<file path="src/rtl/mc_ctrl_pkg.sv">
// Shared constants for the multi-cycle RISC-V control FSM: state encodings,
// opcodes and datapath mux/ALU codes.
package mc_ctrl_pkg;

    localparam logic [3:0] S_FETCH    = 4'd0;
    localparam logic [3:0] S_DECODE   = 4'd1;
    localparam logic [3:0] S_MEM_ADDR = 4'd2;
    localparam logic [3:0] S_MEM_RD   = 4'd3;
    localparam logic [3:0] S_MEM_WB   = 4'd4;
    localparam logic [3:0] S_MEM_WR   = 4'd5;
    localparam logic [3:0] S_EXEC     = 4'd6;
    localparam logic [3:0] S_ALU_WB   = 4'd7;
    localparam logic [3:0] S_BRANCH   = 4'd8;
    localparam logic [3:0] S_TRAP     = 4'd9;

    localparam logic [6:0] OP_LOAD   = 7'b0000011;
    localparam logic [6:0] OP_STORE  = 7'b0100011;
    localparam logic [6:0] OP_BRANCH = 7'b1100011;
    localparam logic [6:0] OP_RTYPE  = 7'b0110011;

    localparam logic [1:0] ALU_OP_ADD   = 2'b00;
    localparam logic [1:0] ALU_OP_SUB   = 2'b01;
    localparam logic [1:0] ALU_OP_FUNCT = 2'b10;

    localparam logic [1:0] SRC_A_PC     = 2'b00;
    localparam logic [1:0] SRC_A_RS1    = 2'b01;
    localparam logic [1:0] SRC_A_OLD_PC = 2'b10;

    localparam logic [1:0] SRC_B_RS2  = 2'b00;
    localparam logic [1:0] SRC_B_FOUR = 2'b01;
    localparam logic [1:0] SRC_B_IMM  = 2'b10;

endpackage

</file>
<file path="src/rtl/multicycle_control_fsm_if.sv">
// Control/status bundle between the sequencing FSM (master) and the shared
// datapath (slave).
interface mc_ctrl_if;
    logic [6:0] opcode;
    logic       zero;
    logic       mem_ready;
    logic       pc_write;
    logic       ir_write;
    logic       i_or_d;
    logic       mem_read;
    logic       mem_write;
    logic       mem_to_reg;
    logic       reg_write;
    logic [1:0] alu_src_a;
    logic [1:0] alu_src_b;
    logic [1:0] alu_op;
    logic       pc_src;
    logic       instr_done;
    logic       trap;
    logic [3:0] state;

    modport master (
        input  opcode, zero, mem_ready,
        output pc_write, ir_write, i_or_d, mem_read, mem_write, mem_to_reg,
               reg_write, alu_src_a, alu_src_b, alu_op, pc_src, instr_done,
               trap, state
    );

    modport slave (
        output opcode, zero, mem_ready,
        input  pc_write, ir_write, i_or_d, mem_read, mem_write, mem_to_reg,
               reg_write, alu_src_a, alu_src_b, alu_op, pc_src, instr_done,
               trap, state
    );
endinterface

</file>
<file path="src/rtl/mc_wait_timer.sv">
// Counts consecutive memory wait cycles; flags when the count reaches the
// configured timeout.
module mc_wait_timer #(
    parameter int MEM_TIMEOUT = 15,
    parameter int CNT_W       = 8
) (
    input  logic clk,
    input  logic clear,
    input  logic inc,
    output logic timeout
);
    logic [CNT_W-1:0] count;

    // NOTE: sequential state uses non-blocking assignments so every register
    // samples pre-edge values regardless of block ordering.
    always_ff @(posedge clk) begin
        if (clear)
            count <= '0;
        else if (inc)
            count <= count + 1'b1;
    end

    assign timeout = (count == CNT_W'(MEM_TIMEOUT));
endmodule

</file>
<file path="src/rtl/multicycle_control_fsm.sv">
// Multi-cycle RISC-V sequencer: one datapath micro-step per cycle for LD, SD,
// BEQ and R-type, with memory-ready stalls and a trap state.
module multicycle_control_fsm
    import mc_ctrl_pkg::*;
#(
    parameter int MEM_TIMEOUT = 15,
    parameter int CNT_W       = 8
) (
    input  logic       clk,
    input  logic       rst,
    mc_ctrl_if.master  bus
);
    logic [3:0] state_q;
    logic [3:0] state_d;
    logic       wait_state;
    logic       stall;
    logic       timeout;
    logic       timer_clear;

    assign wait_state  = (state_q == S_FETCH) || (state_q == S_MEM_RD) ||
                         (state_q == S_MEM_WR);
    assign stall       = wait_state && !bus.mem_ready;
    assign timer_clear = rst || (state_d != state_q);

    mc_wait_timer #(
        .MEM_TIMEOUT (MEM_TIMEOUT),
        .CNT_W       (CNT_W)
    ) u_wait_timer (
        .clk     (clk),
        .clear   (timer_clear),
        .inc     (stall),
        .timeout (timeout)
    );

    always_ff @(posedge clk) begin
        if (rst)
            state_q <= S_FETCH;
        else
            state_q <= state_d;
    end

    always_comb begin
        state_d = state_q;
        case (state_q)
            S_FETCH:    if (bus.mem_ready) state_d = S_DECODE;
            S_DECODE: begin
                if (bus.opcode == OP_LOAD || bus.opcode == OP_STORE)
                    state_d = S_MEM_ADDR;
                else if (bus.opcode == OP_RTYPE)
                    state_d = S_EXEC;
                else if (bus.opcode == OP_BRANCH)
                    state_d = S_BRANCH;
                else
                    state_d = S_TRAP;
            end
            // Opcode is held by the IR, so load/store is simply re-decoded here.
            S_MEM_ADDR: begin
                if (bus.opcode == OP_LOAD)
                    state_d = S_MEM_RD;
                else if (bus.opcode == OP_STORE)
                    state_d = S_MEM_WR;
                else
                    state_d = S_TRAP;
            end
            S_MEM_RD:   if (bus.mem_ready) state_d = S_MEM_WB;
            S_MEM_WB:   state_d = S_FETCH;
            S_MEM_WR:   if (bus.mem_ready) state_d = S_FETCH;
            S_EXEC:     state_d = S_ALU_WB;
            S_ALU_WB:   state_d = S_FETCH;
            S_BRANCH:   state_d = S_FETCH;
            S_TRAP:     state_d = S_TRAP;
            default:    state_d = S_TRAP;
        endcase
        // A ready in the timeout cycle still completes normally.
        if (stall && timeout)
            state_d = S_TRAP;
    end

    // NOTE: every output gets a default before the case so no path leaves a
    // signal unassigned, which would otherwise infer a latch.
    always_comb begin
        bus.pc_write   = 1'b0;
        bus.ir_write   = 1'b0;
        bus.i_or_d     = 1'b0;
        bus.mem_read   = 1'b0;
        bus.mem_write  = 1'b0;
        bus.mem_to_reg = 1'b0;
        bus.reg_write  = 1'b0;
        bus.alu_src_a  = SRC_A_PC;
        bus.alu_src_b  = SRC_B_RS2;
        bus.alu_op     = ALU_OP_ADD;
        bus.pc_src     = 1'b0;
        bus.instr_done = 1'b0;
        bus.trap       = 1'b0;
        case (state_q)
            S_FETCH: begin
                bus.mem_read  = 1'b1;
                bus.alu_src_b = SRC_B_FOUR;
                bus.ir_write  = bus.mem_ready;
                bus.pc_write  = bus.mem_ready;
            end
            S_DECODE: begin
                bus.alu_src_a = SRC_A_OLD_PC;
                bus.alu_src_b = SRC_B_IMM;
            end
            S_MEM_ADDR: begin
                bus.alu_src_a = SRC_A_RS1;
                bus.alu_src_b = SRC_B_IMM;
            end
            S_MEM_RD: begin
                bus.mem_read = 1'b1;
                bus.i_or_d   = 1'b1;
            end
            S_MEM_WB: begin
                bus.reg_write  = 1'b1;
                bus.mem_to_reg = 1'b1;
                bus.instr_done = 1'b1;
            end
            S_MEM_WR: begin
                bus.mem_write  = 1'b1;
                bus.i_or_d     = 1'b1;
                bus.instr_done = bus.mem_ready;
            end
            S_EXEC: begin
                bus.alu_src_a = SRC_A_RS1;
                bus.alu_src_b = SRC_B_RS2;
                bus.alu_op    = ALU_OP_FUNCT;
            end
            S_ALU_WB: begin
                bus.reg_write  = 1'b1;
                bus.instr_done = 1'b1;
            end
            S_BRANCH: begin
                bus.alu_src_a  = SRC_A_RS1;
                bus.alu_src_b  = SRC_B_RS2;
                bus.alu_op     = ALU_OP_SUB;
                bus.pc_src     = 1'b1;
                bus.pc_write   = bus.zero;
                bus.instr_done = 1'b1;
            end
            S_TRAP:  bus.trap = 1'b1;
            default: ;
        endcase
    end

    assign bus.state = state_q;
endmodule
</file>
<file path="src/flat_wrapper.sv">
// flat-port wrapper written by rule: the top's interface ports become plain ports
module multicycle_control_fsm_flat import mc_ctrl_pkg::*;
#(
    parameter int MEM_TIMEOUT = 15,
    parameter int CNT_W       = 8
)
  (clk, rst, bus_opcode, bus_zero, bus_mem_ready, bus_pc_write, bus_ir_write, bus_i_or_d, bus_mem_read, bus_mem_write, bus_mem_to_reg, bus_reg_write, bus_alu_src_a, bus_alu_src_b, bus_alu_op, bus_pc_src, bus_instr_done, bus_trap, bus_state);
  mc_ctrl_if bus_i ();
  input  logic clk;
  input  logic rst;
  input wire logic [$bits(bus_i.opcode)-1:0] bus_opcode;
  input wire logic [$bits(bus_i.zero)-1:0] bus_zero;
  input wire logic [$bits(bus_i.mem_ready)-1:0] bus_mem_ready;
  output wire logic [$bits(bus_i.pc_write)-1:0] bus_pc_write;
  output wire logic [$bits(bus_i.ir_write)-1:0] bus_ir_write;
  output wire logic [$bits(bus_i.i_or_d)-1:0] bus_i_or_d;
  output wire logic [$bits(bus_i.mem_read)-1:0] bus_mem_read;
  output wire logic [$bits(bus_i.mem_write)-1:0] bus_mem_write;
  output wire logic [$bits(bus_i.mem_to_reg)-1:0] bus_mem_to_reg;
  output wire logic [$bits(bus_i.reg_write)-1:0] bus_reg_write;
  output wire logic [$bits(bus_i.alu_src_a)-1:0] bus_alu_src_a;
  output wire logic [$bits(bus_i.alu_src_b)-1:0] bus_alu_src_b;
  output wire logic [$bits(bus_i.alu_op)-1:0] bus_alu_op;
  output wire logic [$bits(bus_i.pc_src)-1:0] bus_pc_src;
  output wire logic [$bits(bus_i.instr_done)-1:0] bus_instr_done;
  output wire logic [$bits(bus_i.trap)-1:0] bus_trap;
  output wire logic [$bits(bus_i.state)-1:0] bus_state;
  assign bus_i.opcode = bus_opcode;
  assign bus_i.zero = bus_zero;
  assign bus_i.mem_ready = bus_mem_ready;
  assign bus_pc_write = bus_i.pc_write;
  assign bus_ir_write = bus_i.ir_write;
  assign bus_i_or_d = bus_i.i_or_d;
  assign bus_mem_read = bus_i.mem_read;
  assign bus_mem_write = bus_i.mem_write;
  assign bus_mem_to_reg = bus_i.mem_to_reg;
  assign bus_reg_write = bus_i.reg_write;
  assign bus_alu_src_a = bus_i.alu_src_a;
  assign bus_alu_src_b = bus_i.alu_src_b;
  assign bus_alu_op = bus_i.alu_op;
  assign bus_pc_src = bus_i.pc_src;
  assign bus_instr_done = bus_i.instr_done;
  assign bus_trap = bus_i.trap;
  assign bus_state = bus_i.state;
  multicycle_control_fsm #(.MEM_TIMEOUT(MEM_TIMEOUT), .CNT_W(CNT_W)) u_core (.clk(clk), .rst(rst), .bus(bus_i));
endmodule
</file>
<file path="config.mk">
export PLATFORM = sky130hd
export DESIGN_NAME = multicycle_control_fsm_flat
export DESIGN_NICKNAME = d
export VERILOG_FILES = /design/src/rtl/mc_ctrl_pkg.sv /design/src/rtl/multicycle_control_fsm_if.sv /design/src/rtl/mc_wait_timer.sv /design/src/rtl/multicycle_control_fsm.sv /design/src/flat_wrapper.sv
export SDC_FILE = /design/constraint.sdc
export NUM_CORES = 1
export LEC_CHECK = 0
export CAP_MARGIN = 20
export CORE_AREA = 2 2 59 61
export CTS_CLUSTER_SIZE = 30
export DETAILED_ROUTE_END_ITERATION = 10
export DIE_AREA = 0 0 61 63
export DONT_BUFFER_PORTS = 1
export PLACE_DENSITY = 0.55
export SETUP_SLACK_MARGIN = 0.05
export SLEW_MARGIN = 20
export SYNTH_ARGS = -nofsm -noshare
export SYNTH_HDL_FRONTEND = slang
export SYNTH_SLANG_ARGS = --single-unit
export TNS_END_PERCENT = 1
</file>
<file path="constraint.sdc">
create_clock -name clk -period 5.6 [get_ports clk]
set_clock_uncertainty 0.15 [all_clocks]
set_input_delay 0.84 -clock clk [delete_from_list [all_inputs] [get_ports clk]]
set_output_delay 0.84 -clock clk [all_outputs]
set_load 0.1 [all_outputs]
</file>
==> flow_summary.yaml, run 1 <==
timing:
  setup_violations: 0
  setup_tns_ps: 0
  max_freq_mhz: 253
  tightest_slew_ps: 1060
  period_share: 0.705
  drv_slew: 0
  hold_viol_final: 0
  period_needed_ps: 3950
  relSlewSlack: 0.294
  rsz0062_at_grt: "no"
  timing.hold.ws_ps: 387
synthesis:
  ys_seq_area_frac: 0.224
  syn_inst: 139
  synth_cell_types: 51
  synth_edf_count: 0
  yosys_warnings: 0
  syn-num-nets: 151
  synthArstFlopShare: 0
  synth_flop_cell: "dfxtp_1"
  netlist_area_um2: 1070
  synth.avg_cell_area_um2: 7.71
  synth_seq_cells: 12
final_layout:
  antenna_cells: 0
  layout-drive-gt1-share: 0.248
  nNetsFinal: 158
  finalInstanceArea_um2: 1330
  final_common_cell: "dfxtp_1"
  fill_cells: 342
  areaGrowthSynthToFinish_pct: 24.2
  layout_common_cells: "dfxtp_1, nand2_1, a211oi_1"
setup_path:
  crit_path_frequent_cell: "buf_4"
  crit_family: "buffers and inverters"
  path_buf_inv: 3
  crit_required_ps: 4610
  cp-start-kind: "register"
  path_cells: "buf_4 -> inv_1 -> nand2_1 -> nor2_2 -> buf_4 -> a21o_1"
  reg2regPathDepth: 7
  reg2reg_slack_ps: 2340
  cpPeakStageDelay_ps: 730
  r2r_end: "u_core.u_wait_timer.count[6]$_SDFFE_PP0P_"
  crit_path_top_delay_cell: "a21o_1"
  worstPathArrival_ps: 2960
  rr_startpoint: "u_core.bus.state[1]$_SDFF_PP0_"
  worst-path-max-fanout: 17
  critical_path.endpoint_type: "output port"
  path_class: "register to output port"
hold_path:
  hold_start: "u_core.u_wait_timer.count[1]$_SDFFE_PP0P_"
  holdCritPathClass: "register to register"
  hold_end: "u_core.u_wait_timer.count[1]$_SDFFE_PP0P_"
  min_path_cells: 2
clocking:
  cts_hold_buf: 0
  cts_setup_buffers: 0
  clock_latency_ps: 270
  cts_tree: "built"
  cts_max_path_buffers: 2
  clk_pin_slew_worst_paths_ps: 80
  ctsResizeCount: 0
  numCtsBuffers: 3
  ctsHtreeMaxLevel: 1
  root_buffer: "clkbuf_4"
  cts.sinks: 12
outcome:
  outcome: "completed"
grt:
  grt_first_pass_wirelength_um: 4580
  antenna_found_initial: 0
  track_usage: 0.152
  grt_pass1_vias: 985
  grt_overflow: 0
  top_usage_layer: "met2"
  grt_use_met1: 0.206
  grtUsageMet2: 0.237
  grt_max_degree: 23
  grt_use_met3: 0.0352
floorplan:
  die_y_um: 63
  row_count: 21
  core_area_um2: 3230
  boundaryPins: 31
  dieWidth_um: 61
  initial_core_util: 0.331
  die-area_um2: 3840
drt:
  vias_per_cell: 5.42
  ant_nets: 0
  drt_iter0_drc: 22
  post-route-drc-count: 0
  drt_pre_antenna_iters: 4
  finalWirelength_um: 2660
  vias: 1036
  routedWlPerCell_um: 13.9
power:
  power_density_nw_per_um2: 253
  leakage_uw: 0.000474
  fin_total_pwr_uw: 336
  max-vdd-ir-drop_v: 0.000185
placed_design:
  placed_area_um2: 1290
  hpwl_um: 2000
  placement.io_buffers: 0
  gp_congestion: 0.836
job:
  max_cap_violations: 0
## worst register-to-register path, delay by kind of cell, from the launching register on
kind / cells / cell delay, ps
AOI/OAI and AO/OA: 4 / 1090
DFF: 1 / 970
and+or+nand+nor: 2 / 570
buffers and inverters: 1 / 360
## cells in the mapped netlist (all sizes together) (4+ instances only)
cell,n,area [µm²]
nor3,11,66.3
dfxtp,12,240
nand2,10,37.5
nor2,13,48.8
inv,4,15.0
nand2b,5,31.3
a21oi,4,20.0
a211oi,8,60.1
o21ai,7,50.1
nor2b,5,31.3
xnor2,5,43.8
buf,5,32.5
xor2,4,35.0
## cell type report
cell class / count / area [µm²] / area share
inverter: 4 / 15.0 / 0.0113
clock buffer: 4 / 36.3 / 0.0273
sequential: 12 / 241 / 0.182
multi-input combinational: 115 / 815 / 0.612
tap: 46 / 57.6 / 0.0433
timing repair buffer: 10 / 165 / 0.124
## state kept, by name (all words and copies together), names as in the netlist
| name | flops |
|---|---|
| u_core.u_wait_timer.count | 8 |
| u_core.bus.state | 4 |
## logic make-up (layout without fill, tap and decap cells)
kind of cell               after synthesis  after routing  share of synthesized area
AOI/OAI and AO/OA                       39             39                      0.280
xor gates and xnor gates                 9              9                     0.0736
adders and majority gates                2              2                     0.0210
buffers and inverters                   12             18                     0.0549
DFF                                     12             12                      0.224
muxes                                    2              2                     0.0187
and+or+nand+nor                         63             63                      0.327
## power breakdown
| group | internal (µW) | switching (µW) |
|---|---|---|
| combinational | 44.1 | 131 |
| sequential | 87.8 | 3.37 |
| clock | 39.5 | 30.1 |
| total | 171 | 164 |
## layer usage
metal,share of wire,vias to the layer above
met3,0.067,2
met2,0.49,32
met5,0,-
li1,-,524
met4,0.0053,0
met1,0.44,478
## metrics by stage
step | util | setup WS [ps] | cells
after floorplan | - | 804 | 139
after global placement | 0.400 | 2000 | 187
after detailed placement | 0.400 | 1940 | 187
after CTS | 0.412 | 1640 | 191
after global routing | 0.412 | 1510 | 191
final | 0.412 | 1650 | 191
## worst max path at each step
stage | startpoint | end | cells past startpoint
CTS | u_core.bus.state[1]$_SDFF_PP0_ | bus_pc_write | 6
global route | u_core.bus.state[1]$_SDFF_PP0_ | bus_pc_write | 6
floorplan | u_core.bus.state[0]$_SDFF_PP0_ | u_core.u_wait_timer.count[1]$_SDFFE_PP0P_ | 7
detailed placement | u_core.bus.state[1]$_SDFF_PP0_ | bus_pc_write | 6
finish | u_core.bus.state[1]$_SDFF_PP0_ | bus_pc_write | 6
global placement | u_core.bus.state[1]$_SDFF_PP0_ | bus_pc_write | 6
(Power assumes the default switching activity.)
==> run 2: changes to the inputs <==
Settings changed: PLACE_DENSITY 0.55 to 0.57.
Clock period 5.6 ns to 3.5 ns, I/O delays scaled along.
==> run 2 against run 1 <==
Against the previous run:
- critical path depth decreased by 1
- combinational power increased by 54%
- sequential power increased by 83%
- via count increased by 5.4%
- utilization increased by 1.6 points
- cell count increased by 4.2%
- worst setup slack got worse by 1100 ps
- die area unchanged
- global-route usage decreased by 0.51 points
- count of clock-buffer cells in the layout unchanged
- largest power group unchanged
==> flow_summary.yaml, run 2 (synthesis gave the netlist of run 1 again) <==
floorplan:
  core_area_um2: 3230
  die-area_um2: 3840
  die_y_um: 63
  initial_core_util: 0.331
  boundaryPins: 31
  row_count: 21
  dieWidth_um: 61
clocking:
  cts_max_path_buffers: 2
  cts_tree: "built"
  root_buffer: "clkbuf_4"
  cts.sinks: 12
  ctsResizeCount: 0
  ctsHtreeMaxLevel: 1
  clock_latency_ps: 270
  numCtsBuffers: 3
  cts_hold_buf: 0
  cts_setup_buffers: 0
  clk_pin_slew_worst_paths_ps: 80
hold_path:
  hold_end: "u_core.bus.state[2]$_SDFF_PP0_"
  hold_start: "rst"
  holdCritPathClass: "primary input to register"
  min_path_cells: 1
setup_path:
  rr_startpoint: "u_core.bus.state[1]$_SDFF_PP0_"
  crit_required_ps: 2820
  worst-path-max-fanout: 18
  path_class: "register to output port"
  reg2reg_slack_ps: 820
  reg2regPathDepth: 6
  r2r_end: "u_core.u_wait_timer.count[4]$_SDFFE_PP0P_"
  critical_path.endpoint_type: "output port"
  worstPathArrival_ps: 2240
  cp-start-kind: "register"
drt:
  vias: 1092
  post-route-drc-count: 0
  routedWlPerCell_um: 13.9
  drt_iter0_drc: 27
  drt_pre_antenna_iters: 4
  ant_nets: 0
  vias_per_cell: 5.49
  finalWirelength_um: 2770
outcome:
  outcome: "completed"
timing:
  period_needed_ps: 2920
  drv_slew: 0
  relSlewSlack: 0.375
  setup_violations: 0
  max_freq_mhz: 343
  rsz0062_at_grt: "no"
  tightest_slew_ps: 938
  timing.hold.ws_ps: 167
  period_share: 0.834
  hold_viol_final: 0
grt:
  grt_first_pass_wirelength_um: 4430
  grt_pass1_vias: 924
  track_usage: 0.146
  antenna_found_initial: 0
  grt_overflow: 0
  grt_max_degree: 23
final_layout:
  nNetsFinal: 166
  regMostFlops: "u_core.u_wait_timer.count"
  final_common_cell: "buf_4"
  fill_cells: 323
  antenna_cells: 0
  areaGrowthSynthToFinish_pct: 29.0
  layout_common_cells: "buf_4, nand2_1, dfxtp_1"
  fin_util: 0.427
  largest_register_ff_count: 8
  layout-drive-gt1-share: 0.301
job:
  max_cap_violations: 0
placed_design:
  placement.io_buffers: 0
  hpwl_um: 2090
  gp_congestion: 0.865
power:
  fin_total_pwr_uw: 545
  power_density_nw_per_um2: 395
  leakage_uw: 0.000506
  max-vdd-ir-drop_v: 0.000191
run 2: area by class of cell:
| type | count | area, µm² | area share |
|---|---|---|---|
| Multi-Input combinational cell | 115 | 833 | 0.603 |
| Sequential cell | 12 | 244 | 0.177 |
| Timing Repair Buffer | 18 | 195 | 0.141 |
| Clock buffer | 4 | 36.3 | 0.0263 |
| Inverter | 4 | 15.0 | 0.0109 |
| Tap cell | 46 | 57.6 | 0.0417 |
run 2: metrics by stage:
step                worst slack (ps)  area (µm²)  std cells  setup TNS, ps
finish                           582        1380        199              0
global route                     428        1380        199              0
CTS                              579        1380        199              0
detailed placement               816        1350        195              0
global placement                 897        1350        195              0
floorplan                       -691        1090        139          -4940
run 2: layer usage:
metal  track usage  vias to the layer above  share of wire
met2         0.218                       23           0.48
met5             0                        -              0
met3        0.0373                        4          0.039
met4        0.0245                        0          0.010
li1              -                      539              -
met1         0.214                      526           0.47
run 2: critical path, cell delays in order, from the launching register on:
cell and delay (ps):
dfxtp_1 720, inv_1 360, nand2_1 300, nor2_2 90
or2_2 330, buf_12 170
run 2: where the power goes:
part	total, µW	switching, µW	internal, µW
Combinational	269	194	75.0
Sequential	167	25.6	141
Clock	109	45.7	63.2
Total	545	266	279
run 2: worst max path at each step:
stage / startpoint / endpoint / slack, ps / cells after the start
floorplan: u_core.bus.state[1]$_SDFF_PP0_ / bus_alu_src_b[0] / -690 / 5
global placement: u_core.bus.state[1]$_SDFF_PP0_ / u_core.u_wait_timer.count[7]$_SDFFE_PP0P_ / 900 / 6
detailed placement: u_core.bus.state[1]$_SDFF_PP0_ / u_core.u_wait_timer.count[3]$_SDFFE_PP0P_ / 820 / 6
CTS: u_core.bus.state[1]$_SDFF_PP0_ / bus_instr_done / 580 / 5
global route: u_core.bus.state[1]$_SDFF_PP0_ / bus_instr_done / 430 / 5
finish: u_core.bus.state[1]$_SDFF_PP0_ / bus_instr_done / 580 / 5
==> run 3: changes to the inputs <==
Settings changed: PLACE_DENSITY 0.57 to 0.55.
Clock period 3.5 ns to 2.8 ns, I/O delays scaled along.
==> run 3 against run 2 <==
Against the previous run:
- cell count grew 1.0%
- combinational power is 30% higher
- via count up 0.46%
- critical path type unchanged
- utilization rose by 1.0 points
- non-clock buffer count rose by 2
- sequential share of layout area hardly changed
==> flow_summary.yaml, run 3 (synthesis gave the netlist of run 1 again) <==
final_layout:
  largest_register_ff_count: 8
  layout_common_cells: "buf_4, nand2_1, a211oi_1, dfxtp_1"
  final_common_cell: "buf_4"
  areaGrowthSynthToFinish_pct: 32.1
  fin_util: 0.438
  regMostFlops: "u_core.u_wait_timer.count"
  nNetsFinal: 168
  layout-drive-gt1-share: 0.323
  antenna_cells: 0
timing:
  rsz0062_at_grt: "no"
  setup_tns_ps: 0
  timing.hold.ws_ps: 45.6
  period_share: 0.890
  drv_slew: 0
  relSlewSlack: 0.702
  hold_viol_final: 0
  setup_violations: 0
  tightest_slew_ps: 444
  max_freq_mhz: 401
  period_needed_ps: 2490
hold_path:
  hold_start: "rst"
  min_path_cells: 1
  holdCritPathClass: "primary input to register"
setup_path:
  path_class: "register to output port"
  path_buf_inv: 1
  cpPeakStageDelay_ps: 520
  worst-path-max-fanout: 18
  path_cells: "inv_1 -> nand2_1 -> a21oi_1 -> or2_4"
  cp-start-kind: "register"
  crit_start: "u_core.bus.state[1]$_SDFF_PP0_"
  worstPathArrival_ps: 1920
  crit_family: "simple AND/OR/NAND/NOR gates"
  rr_startpoint: "u_core.bus.state[1]$_SDFF_PP0_"
  cp_num_cells: 4
  critical_path.endpoint_type: "output port"
  reg2reg_slack_ps: 360
  crit_required_ps: 2230
  reg2regPathDepth: 6
  crit_path_top_delay_cell: "dfxtp_2"
outcome:
  outcome: "completed"
drt:
  ant_nets: 0
  vias: 1097
  vias_per_cell: 5.46
  drt_iter0_drc: 46
  routedWlPerCell_um: 14.1
  drt_pre_antenna_iters: 4
  post-route-drc-count: 0
  finalWirelength_um: 2840
power:
  leakage_uw: 0.000504
  max-vdd-ir-drop_v: 0.000275
  power_density_nw_per_um2: 490
job:
  max_cap_violations: 0
placed_design:
  gp_congestion: 0.785
  placement.io_buffers: 0
  hpwl_um: 2140
floorplan:
  core_area_um2: 3230
  dieWidth_um: 61
  initial_core_util: 0.331
  boundaryPins: 31
  die-area_um2: 3840
  die_y_um: 63
  row_count: 21
grt:
  grt_pass1_vias: 1006
  antenna_found_initial: 0
  grt_overflow: 0
  grt_max_degree: 23
  track_usage: 0.160
  grt_first_pass_wirelength_um: 4730
clocking:
  cts_max_path_buffers: 2
  root_buffer: "clkbuf_4"
  cts_tree: "built"
  ctsResizeCount: 0
  cts_setup_buffers: 0
  ctsHtreeMaxLevel: 1
  clock_latency_ps: 280
  cts.sinks: 12
  cts_hold_buf: 0
  numCtsBuffers: 3
  clk_pin_slew_worst_paths_ps: 80
## run 3: final cells by class
class	instances	area (µm²)
fillers	321	1820
multi-input cells	115	881
inverters	4	15.0
repair buffers	20	175
flip-flops and latches	12	250
clock buffers	4	36.3
well taps	46	57.6
## run 3: final timing paths
check	to
min reg2reg	u_core.u_wait_timer.count[1]$_SDFFE_PP0P_
max reg2reg	u_core.u_wait_timer.count[2]$_SDFFE_PP0P_
max	bus_instr_done
min	u_core.bus.state[0]$_SDFF_PP0_
## run 3: routing by layer
metal,track usage,up-vias,part of all wire
li1,-,545,-
met1,0.226,515,0.47
met2,0.241,32,0.46
met3,0.0228,5,0.044
met4,0.0652,0,0.018
met5,0,-,0
## run 3: per-stage QoR
stage	instances	setup WS, ps	power [µW]	instance area [µm²]
floorplan	139	-187	489	1180
global placement	197	454	552	1380
detailed placement	197	383	554	1380
CTS	201	320	697	1420
global route	201	197	723	1420
finish	201	309	694	1420
## run 3: where the power goes
| part | total (µW) | internal (µW) | switching (µW) |
|---|---|---|---|
| logic | 351 | 93.2 | 257 |
| registers | 199 | 176 | 23.3 |
| clock network | 144 | 79.3 | 64.7 |
| total | 694 | 348 | 345 |
